File: src/rtl/regfile_wb_scheduler_if.sv
// Writeback request channels (DBG, ALU, MEM) toward the register-file write scheduler.
interface regfile_wb_scheduler_if #(
    parameter int unsigned AW = 4,
    parameter int unsigned DW = 32
);
    logic          dbg_valid;
    logic [AW-1:0] dbg_rd;
    logic [DW-1:0] dbg_wd;
    logic          dbg_ready;

    logic          alu_valid;
    logic [AW-1:0] alu_rd;
    logic [DW-1:0] alu_wd;
    logic          alu_ready;

    logic          mem_valid;
    logic [AW-1:0] mem_rd;
    logic [DW-1:0] mem_wd;
    logic          mem_ready;

    // Requesting side: the writeback sources.
    modport master (
        output dbg_valid, dbg_rd, dbg_wd,
        output alu_valid, alu_rd, alu_wd,
        output mem_valid, mem_rd, mem_wd,
        input  dbg_ready, alu_ready, mem_ready
    );

    // Accepting side: the scheduler.
    modport slave (
        input  dbg_valid, dbg_rd, dbg_wd,
        input  alu_valid, alu_rd, alu_wd,
        input  mem_valid, mem_rd, mem_wd,
        output dbg_ready, alu_ready, mem_ready
    );
endinterface

File: src/rtl/regfile_wb_scheduler.sv
// Register-file write-port arbiter (DBG fixed priority, ALU/MEM round-robin)
// with a per-register pending-write scoreboard for issue-stage hazards.
module regfile_wb_scheduler #(
    parameter int unsigned AW   = 4,
    parameter int unsigned DW   = 32,
    parameter int unsigned NREG = 2**AW
) (
    input  logic                 clk,
    input  logic                 rst,
    regfile_wb_scheduler_if.slave wb,
    input  logic                 issue_valid,
    input  logic [AW-1:0]        issue_rd,
    output logic                 issue_stall,
    input  logic [AW-1:0]        chk_rs1,
    input  logic [AW-1:0]        chk_rs2,
    input  logic [AW-1:0]        chk_rs3,
    output logic                 hazard,
    output logic                 rf_wr_enable,
    output logic [AW-1:0]        rf_rd,
    output logic [DW-1:0]        rf_wd,
    output logic [NREG-1:0]      busy_mask,
    output logic                 sb_error
);

    typedef enum logic [1:0] {
        TAG_NONE = 2'd0,
        TAG_DBG  = 2'd1,
        TAG_ALU  = 2'd2,
        TAG_MEM  = 2'd3
    } src_tag_t;

    src_tag_t      src_tag;
    logic          rr_mem_first;
    logic [1:0]    pend     [NREG];
    logic [1:0]    pend_nxt [NREG];
    logic          underflow;

    logic          gnt_dbg;
    logic          gnt_alu;
    logic          gnt_mem;
    logic [AW-1:0] sel_rd;
    logic [DW-1:0] sel_wd;
    logic          dec_en;
    logic          inc_en;

    // Grant selection: DBG always wins, ALU/MEM tie broken by the round-robin pointer.
    always_comb begin
        gnt_dbg = 1'b0;
        gnt_alu = 1'b0;
        gnt_mem = 1'b0;
        if (!rst) begin
            if (wb.dbg_valid) begin
                gnt_dbg = 1'b1;
            end else if (wb.alu_valid && (!wb.mem_valid || !rr_mem_first)) begin
                gnt_alu = 1'b1;
            end else if (wb.mem_valid) begin
                gnt_mem = 1'b1;
            end
        end
    end

    assign wb.dbg_ready = gnt_dbg;
    assign wb.alu_ready = gnt_alu;
    assign wb.mem_ready = gnt_mem;

    // Payload mux for the granted source.
    always_comb begin
        sel_rd = wb.mem_rd;
        sel_wd = wb.mem_wd;
        if (gnt_dbg) begin
            sel_rd = wb.dbg_rd;
            sel_wd = wb.dbg_wd;
        end else if (gnt_alu) begin
            sel_rd = wb.alu_rd;
            sel_wd = wb.alu_wd;
        end
    end

    // A non-debug write retires a pending entry at the end of its write cycle.
    assign dec_en      = rf_wr_enable && (src_tag == TAG_ALU || src_tag == TAG_MEM);
    assign issue_stall = (pend[issue_rd] == 2'd3) && !(dec_en && (rf_rd == issue_rd));
    assign inc_en      = issue_valid && !issue_stall;

    // Next scoreboard state; simultaneous issue and retire on one register cancel out.
    always_comb begin
        underflow = 1'b0;
        for (int r = 0; r < int'(NREG); r++) begin
            pend_nxt[r] = pend[r];
            if (inc_en && (issue_rd == AW'(r)) && !(dec_en && (rf_rd == AW'(r)))) begin
                pend_nxt[r] = pend[r] + 2'd1;
            end else if (dec_en && (rf_rd == AW'(r)) && !(inc_en && (issue_rd == AW'(r)))) begin
                if (pend[r] == 2'd0) begin
                    underflow = 1'b1;
                end else begin
                    pend_nxt[r] = pend[r] - 2'd1;
                end
            end
        end
    end

    // Busy bits follow the pending counters directly.
    always_comb begin
        busy_mask = '0;
        for (int r = 0; r < int'(NREG); r++) begin
            busy_mask[r] = (pend[r] != 2'd0);
        end
    end

    // Read hazard for the instruction in decode.
    assign hazard = busy_mask[chk_rs1] | busy_mask[chk_rs2] | busy_mask[chk_rs3];

    // Write port, round-robin pointer and scoreboard registers.
    always_ff @(posedge clk or posedge rst) begin
        if (rst) begin
            rf_wr_enable <= 1'b0;
            rf_rd        <= '0;
            rf_wd        <= '0;
            src_tag      <= TAG_NONE;
            rr_mem_first <= 1'b0;
            sb_error     <= 1'b0;
            for (int r = 0; r < int'(NREG); r++) begin
                pend[r] <= 2'd0;
            end
        end else begin
            rf_wr_enable <= gnt_dbg | gnt_alu | gnt_mem;
            src_tag      <= TAG_NONE;
            if (gnt_dbg | gnt_alu | gnt_mem) begin
                rf_rd <= sel_rd;
                rf_wd <= sel_wd;
            end
            if (gnt_dbg) begin
                src_tag <= TAG_DBG;
            end else if (gnt_alu) begin
                src_tag      <= TAG_ALU;
                rr_mem_first <= 1'b1;
            end else if (gnt_mem) begin
                src_tag      <= TAG_MEM;
                rr_mem_first <= 1'b0;
            end
            sb_error <= sb_error | underflow;
            for (int r = 0; r < int'(NREG); r++) begin
                pend[r] <= pend_nxt[r];
            end
        end
    end

endmodule

File: src/flat_wrapper.sv
// flat-port wrapper written by rule: the top's interface ports become plain ports
module regfile_wb_scheduler_flat 
#(
    parameter int unsigned AW   = 4,
    parameter int unsigned DW   = 32,
    parameter int unsigned NREG = 2**AW
)
  (clk, rst, issue_valid, issue_rd, issue_stall, chk_rs1, chk_rs2, chk_rs3, hazard, rf_wr_enable, rf_rd, rf_wd, busy_mask, sb_error, wb_dbg_valid, wb_dbg_rd, wb_dbg_wd, wb_alu_valid, wb_alu_rd, wb_alu_wd, wb_mem_valid, wb_mem_rd, wb_mem_wd, wb_dbg_ready, wb_alu_ready, wb_mem_ready);
  regfile_wb_scheduler_if #(.AW(AW), .DW(DW)) wb_i ();
  input  logic clk;
  input  logic rst;
  input  logic issue_valid;
  input  logic [AW-1:0] issue_rd;
  output logic issue_stall;
  input  logic [AW-1:0] chk_rs1;
  input  logic [AW-1:0] chk_rs2;
  input  logic [AW-1:0] chk_rs3;
  output logic hazard;
  output logic rf_wr_enable;
  output logic [AW-1:0] rf_rd;
  output logic [DW-1:0] rf_wd;
  output logic [NREG-1:0] busy_mask;
  output logic sb_error;
  input wire logic [$bits(wb_i.dbg_valid)-1:0] wb_dbg_valid;
  input wire logic [$bits(wb_i.dbg_rd)-1:0] wb_dbg_rd;
  input wire logic [$bits(wb_i.dbg_wd)-1:0] wb_dbg_wd;
  input wire logic [$bits(wb_i.alu_valid)-1:0] wb_alu_valid;
  input wire logic [$bits(wb_i.alu_rd)-1:0] wb_alu_rd;
  input wire logic [$bits(wb_i.alu_wd)-1:0] wb_alu_wd;
  input wire logic [$bits(wb_i.mem_valid)-1:0] wb_mem_valid;
  input wire logic [$bits(wb_i.mem_rd)-1:0] wb_mem_rd;
  input wire logic [$bits(wb_i.mem_wd)-1:0] wb_mem_wd;
  output wire logic [$bits(wb_i.dbg_ready)-1:0] wb_dbg_ready;
  output wire logic [$bits(wb_i.alu_ready)-1:0] wb_alu_ready;
  output wire logic [$bits(wb_i.mem_ready)-1:0] wb_mem_ready;
  assign wb_i.dbg_valid = wb_dbg_valid;
  assign wb_i.dbg_rd = wb_dbg_rd;
  assign wb_i.dbg_wd = wb_dbg_wd;
  assign wb_i.alu_valid = wb_alu_valid;
  assign wb_i.alu_rd = wb_alu_rd;
  assign wb_i.alu_wd = wb_alu_wd;
  assign wb_i.mem_valid = wb_mem_valid;
  assign wb_i.mem_rd = wb_mem_rd;
  assign wb_i.mem_wd = wb_mem_wd;
  assign wb_dbg_ready = wb_i.dbg_ready;
  assign wb_alu_ready = wb_i.alu_ready;
  assign wb_mem_ready = wb_i.mem_ready;
  regfile_wb_scheduler #(.AW(AW), .DW(DW), .NREG(NREG)) u_core (.clk(clk), .rst(rst), .wb(wb_i), .issue_valid(issue_valid), .issue_rd(issue_rd), .issue_stall(issue_stall), .chk_rs1(chk_rs1), .chk_rs2(chk_rs2), .chk_rs3(chk_rs3), .hazard(hazard), .rf_wr_enable(rf_wr_enable), .rf_rd(rf_rd), .rf_wd(rf_wd), .busy_mask(busy_mask), .sb_error(sb_error));
endmodule
File: config.mk
export PLATFORM = sky130hd
export DESIGN_NAME = regfile_wb_scheduler_flat
export DESIGN_NICKNAME = d
export VERILOG_FILES = /design/src/rtl/regfile_wb_scheduler_if.sv /design/src/rtl/regfile_wb_scheduler.sv /design/src/flat_wrapper.sv
export SDC_FILE = /design/constraint.sdc
export NUM_CORES = 1
export LEC_CHECK = 0
export CAP_MARGIN = 15
export CORE_MARGIN = 5
export CORE_UTILIZATION = 30
export DETAILED_ROUTE_END_ITERATION = 6
export SLEW_MARGIN = 20
export SYNTH_ARGS = -nofsm -noshare
export SYNTH_HDL_FRONTEND = slang
export SYNTH_SLANG_ARGS = --single-unit
File: constraint.sdc
create_clock -name clk -period 4.9 [get_ports clk]
set_clock_uncertainty 0.15 [all_clocks]
set_input_delay 0.98 -clock clk [delete_from_list [all_inputs] [get_ports clk]]
set_output_delay 0.98 -clock clk [all_outputs]
set_load 0.05 [all_outputs]
==> results of run 1 <==
-- metrics by stage --
step / util (%) / hold slack (ns) / power [mW] / std cells / cell area, µm²
global placement: 41.8 / 0.307 / 1.76 / 1083 / 7780
global route: 43.5 / 0.346 / 2.62 / 1099 / 8110
detailed placement: 41.8 / 0.315 / 1.76 / 1083 / 7780
finish: 43.5 / 0.324 / 2.49 / 1099 / 8110
CTS: 43.5 / 0.331 / 2.52 / 1099 / 8110
floorplan: - / 0.322 / 1.38 / 682 / 5650
-- path summary, 6_finish.rpt --
kind / start / endpoint
worst max-delay path: chk_rs2[1] / hazard
worst min-delay path: u_core.rf_wd[24]$_DFFE_PP0P_ / u_core.rf_wd[24]$_DFFE_PP0P_
worst max register to register: u_core.pend[7]$_DFFE_PP0P_ / u_core.sb_error$_DFF_PP0_
worst min register to register: u_core.rf_wd[24]$_DFFE_PP0P_ / u_core.rf_wd[24]$_DFFE_PP0P_
max in group asynchronous: rst / u_core.pend[24]$_DFFE_PP0P_
min in group asynchronous: rst / u_core.rf_wd[3]$_DFFE_PP0P_
-- cell usage in the layout, fill, tap and decap left out, drive strengths merged, types with 5 or more instances in the layout --
master         netlist  layout
a31oi                7       7
inv                 65      66
a211oi              36      36
ha                  32      32
mux4                 9       9
nor2b               15      15
nor3b               11      11
a21oi               16      16
a21o                36      36
nand4                5       5
nand2               51      51
dfrtp               72      72
nand2b              20      20
nor2                96      96
mux2i               44      44
clkbuf              21       9
nor3                13      13
o22ai               11      11
buf                 13      15
nand3               30      30
nand3b               9       9
o21ai               36      36
clkdlybuf4s50        0     186
-- power breakdown --
part           switching (mW)  leakage, nW  internal [mW]
Sequential              0.141        0.868          0.700
Combinational           0.538         2.82          0.369
Clock                   0.287        0.153          0.450
Total                   0.966         3.85           1.52
-- layer usage --
layer | global-route usage (%) | share of wire [%] | vias to the layer above
met2 | 27.9 | 46 | 219
met5 | 0 | 0 | -
met3 | 7.90 | 11 | 20
li1 | - | - | 2742
met1 | 20.5 | 41 | 2521
met4 | 4.85 | 1.2 | 0
-- worst register-to-register path: stages, from the launching register on --
cell	delay, ns
dfrtp_1	0.48
inv_1	0.10
o311ai_1	0.36
and4_4	0.31
o21ai_4	0.07
inv_2	0.34
nor2_2	0.09
ha_1	0.24
nor4b_1	0.46
a31oi_1	0.09
nand4_1	0.12
nor4_1	0.05
nand4_1	0.08
-- area by class of cell --
type	instances	area [µm²]	area share (%)
multi-input combinational	511	3460	42.6
timing repair buffer	201	1990	24.5
sequential	72	1800	22.2
tap	234	293	3.61
inverter	65	245	3.02
clock buffer	9	225	2.78
clock inverter	7	101	1.25
-- flip-flops by register name, summed over array words and instances (netlist names) --
register	cells
u_core.pend	32
u_core.rf_rd	4
u_core.rf_wd	32
u_core.rf_wr_enable	1
u_core.rr_mem_first	1
u_core.sb_error	1
u_core.src_tag	1
-- cells by family after synthesis --
kind of cell | Yosys count | synth area share [%]
and+or+nand+nor | 266 | 23.2
AOI/OAI and AO/OA | 156 | 18.6
buffers and inverters | 99 | 7.16
DFF | 72 | 31.9
muxes | 53 | 11.4
adders and majority gates | 32 | 7.09
xor gates and xnor gates | 4 | 0.621
==> flow_summary.yaml, run 1 <==
logic_synthesis:
  yosys-top-cells-count: "nor2_1 (87), dfrtp_1 (72), inv_1 (64), nand2_1 (51), mux2i_1 (44)"
  syn-cell-area_mm2: 0.00565
  synth.yosys.seq_area_share_pct: 31.9
  ys_types: 45
  yosysMostFrequentCell: "nor2_1"
  ys_ff_latch: 72
  synth_top_area_share_pct: 31.9
  syn_avg_cell_area_um2: 8.28
  yosys.area.top_type: "dfrtp_1"
  syn_nets: 844
  ys_top_cells_by_area: "dfrtp_1 (32%), mux2i_1 (7.8%), ha_1 (7.1%), nor2_1 (5.8%), a211oi_1 (4.8%)"
  synth-async-reset-ratio_pct: 100
  yosys_warnings: 0
  synth-main-ff-cell: "dfrtp_1"
  synth_edf_count: 0
  synthCells: 682
clocking:
  cts.sinks: 72
  cts_tree: "yes"
  clk_pin_slew_ns: 0.06
  ctsResizeCount: 0
  cts_setup_buffers: 0
  htreeDepth: 3
  clockRootBuffer: "clkbuf_16"
  cts-buffers-inserted: 9
  cts.path.max_buffers: 2
  worstSkewPairLatency_ns: 0.35
  holdBufCountCts: 0
setup_path:
  path_buf_inv: 2
  critPathCaptureType: "output port"
  cp_common_cell: "clkdlybuf4s50_1"
  crit_fanout: 10
  r2r_slack_ns: 1.90
  cp-start-kind: "primary input"
  crit_family: "buffers and inverters"
  max_stage_delay_ns: 0.73
  worst_path_max_delay_cell: "clkdlybuf4s50_1"
  path_cells: "clkdlybuf4s50_1, nor3b_1, o21ai_0, o311a_1, a2111oi_0, nand3_1, clkdlybuf4s50_1"
  r2r_cells: 12
  cp_num_cells: 7
  crit_arrival_ns: 3.39
  worstPathRequired_ns: 3.77
  worstSetupPathType: "primary input to output port"
timing:
  post-route-period-util_pct: 92.3
  final.setup.worst_slack_ns: 0.376
  hold_violations: 0
  slew_viol_final: 0
  clock.fmax_mhz: 221
  setup_viol: 0
  rsz0062_at_grt: "false"
  fin_crit_ns: 4.52
  worstMarginPinSlew_ns: 0.954
  maxSlewHeadroom_pct: 36.4
  fin_tns_setup_ns: 0
layout:
  final_nets: 1022
  syn2layout_area_growth_pct: 43.6
  fillCellCount: 1871
  drive_gt1_share_pct: 6.47
  n_antenna_cell: 0
power_and_ir_drop:
  ir_drop_mv: 0.171
  cellLeakagePower_nw: 3.85
  powerDensity_mw_per_mm2: 306
job:
  cap_viol_max_count: 0
route:
  drc_errors: 0
  dr.pass1.iters: 4
  viasPerCell: 5.01
  initialDrtViolationCount: 220
  wl_um: 18700
  wl_per_cell_um: 17.1
  vias: 5502
  antenna_left: 0
global_route:
  grt_use_total_pct: 17.2
  grt_overflow_total: 0
  grt_pass1_wl_um: 29400
  grt_pass1_vias: 5456
  grt_max_degree: 73
  antenna_found_initial: 0
place:
  io_buffer_count: 188
  gp_congestion: 0.951
  dp_slack_ns: 0.453
  dp_hpwl_um: 14600
floorplan:
  rows: 50
  die_w_um: 147
  coreArea_mm2: 0.0186
  io_pins: 189
  start_util_pct: 30.3
  die_y_um: 147
  dieArea_mm2: 0.0217
hold_path:
  min_path_type: "flip-flop to flip-flop"
  holdPathStages: 1
status:
  status: "complete, no violations"
(Power assumes the default switching activity.)
==> run 2: changes to the inputs <==
- CAP_MARGIN: 15 -> 5
- SLEW_MARGIN: 20 -> unset
==> results of run 2 <==
No change in the layout: final DEF, timing and power equal those of run 1.
==> run 3: changes to the inputs <==
- CORE_MARGIN: 5 -> unset
- MAX_ROUTING_LAYER: unset -> met4
==> flow_summary.yaml, run 3 (same netlist as run 1, synthesis figures left out) <==
route:
  top_layer: "met4"
  wl_um: 18400
  antenna_left: 0
  wl_met3_um: 1760
  dr.pass1.iters: 7
  wl_met1_um: 7810
  vias: 5469
  met2WireLength_um: 8450
  initialDrtViolationCount: 277
  wl_per_cell_um: 16.8
  viasPerCell: 5.00
  drc_errors: 9
setup_path:
  crit_family: "buffers and inverters"
  path_buf_inv: 2
  crit_arrival_ns: 3.41
  worst_path_max_delay_cell: "clkdlybuf4s50_1"
  cp-start-kind: "primary input"
  critPathCaptureType: "output port"
  max_stage_delay_ns: 0.72
  path_cells: "clkdlybuf4s50_1, nor3b_1, o21ai_0, o311a_1, a2111oi_0, nand3_1, clkdlybuf4s50_1"
  worstPathRequired_ns: 3.77
  worstSetupPathType: "primary input to output port"
  r2r_slack_ns: 1.98
  crit_fanout: 10
  cp_common_cell: "clkdlybuf4s50_1"
power_and_ir_drop:
  powerDensity_mw_per_mm2: 311
  p_int_mw: 1.57
  total_power_mw: 2.53
  p_sw_mw: 0.952
  power_switching_share_pct: 37.7
  cellLeakagePower_nw: 3.86
  p_seq_share_pct: 33.1
  combPwrFrac_pct: 36.1
  ir_drop_mv: 0.177
  clock_power_share_pct: 30.8
floorplan:
  die_y_um: 139
  rows: 49
  coreArea_mm2: 0.0182
  die_w_um: 139
  io_pins: 189
  start_util_pct: 31.0
  dieArea_mm2: 0.0194
place:
  dp_hpwl_um: 13900
  dp_slack_ns: 0.388
  gp_congestion: 0.869
  dpl.cell_count: 1078
  io_buffer_count: 188
timing:
  clock.fmax_mhz: 220
  hold_violations: 0
  setup_viol: 0
  post-route-period-util_pct: 92.7
  rsz0062_at_grt: "false"
  fin_crit_ns: 4.54
  worstMarginPinSlew_ns: 0.968
  slew_viol_final: 0
  maxSlewHeadroom_pct: 35.5
  fin_hold_ws_ns: 0.328
  fin_tns_setup_ns: 0
  final.setup.worst_slack_ns: 0.358
layout:
  syn2layout_area_growth_pct: 43.8
  final_cells: 1094
  drive_gt1_share_pct: 6.47
  n_antenna_cell: 0
  final_common_cell: "clkdlybuf4s50_1"
  reg_top3: "u_core.pend: 32 flops, u_core.rf_wd: 32 flops, u_core.rf_rd: 4 flops"
  layout_common_cells: "clkdlybuf4s50_1 (185), nor2_1 (87), dfrtp_1 (72)"
  final_nets: 1022
global_route:
  grt_pass1_vias: 5589
  grt_use_total_pct: 20.5
  grt_pass1_wl_um: 29800
  grt_overflow_total: 0
  antenna_found_initial: 0
  grt_max_degree: 73
clocking:
  worstSkewPairLatency_ns: 0.35
  cts.sinks: 72
  clockRootBuffer: "clkbuf_16"
  cts-buffers-inserted: 9
  cts.path.max_buffers: 2
  clk_pin_slew_ns: 0.06
  cts_tree: "yes"
  holdBufCountCts: 0
  cts_setup_buffers: 0
  ctsResizeCount: 0
  htreeDepth: 3
status:
  violations: "design-rule violations"
  status: "finished with violations"
hold_path:
  min_path_type: "flip-flop to flip-flop"
job:
  cap_viol_max_count: 0
## run 3: routing by layer
| metal | vias up | track usage, % |
|---|---|---|
| met5 | - | - |
| met3 | 28 | 7.18 |
| met4 | 0 | 6.20 |
| met1 | 2492 | 24.9 |
| li1 | 2742 | - |
| met2 | 207 | 32.0 |
## run 3: layout make-up
type / count / area (µm²)
clock buffer: 10 / 229
multi-input combinational: 511 / 3460
tap: 229 / 287
sequential: 72 / 1800
fill: 1793 / 10100
inverter: 65 / 245
clock inverter: 6 / 115
timing repair buffer: 201 / 1980
## run 3: metrics by stage
| step | utilization [%] | area [µm²] |
|---|---|---|
| after floorplan | - | 5650 |
| after global placement | 42.7 | 7770 |
| after detailed placement | 42.7 | 7770 |
| after CTS | 44.6 | 8120 |
| after global routing | 44.6 | 8120 |
| final | 44.6 | 8120 |
## run 3: path summary, 6_finish.rpt
check / depth (start not counted) / startpoint / endpoint
max: 7 / chk_rs2[1] / hazard
min: 1 / u_core.rf_wd[30]$_DFFE_PP0P_ / u_core.rf_wd[30]$_DFFE_PP0P_
max reg2reg: 13 / u_core.pend[7]$_DFFE_PP0P_ / u_core.sb_error$_DFF_PP0_
min reg2reg: 1 / u_core.rf_wd[30]$_DFFE_PP0P_ / u_core.rf_wd[30]$_DFFE_PP0P_
max in group asynchronous: 3 / rst / u_core.rf_wd[24]$_DFFE_PP0P_
min in group asynchronous: 3 / rst / u_core.pend[11]$_DFFE_PP0P_
## run 3: power groups by stage
stage | combinational, mW | clock, mW | sequential, mW
2_1_floorplan | 0.428 | 0 | 0.955
3_3_place_gp | 0.913 | 0 | 0.845
3_5_place_dp | 0.915 | 0 | 0.843
4_1_cts | 0.919 | 0.798 | 0.833
5_1_grt | 0.985 | 0.824 | 0.856
6_report | 0.912 | 0.778 | 0.836
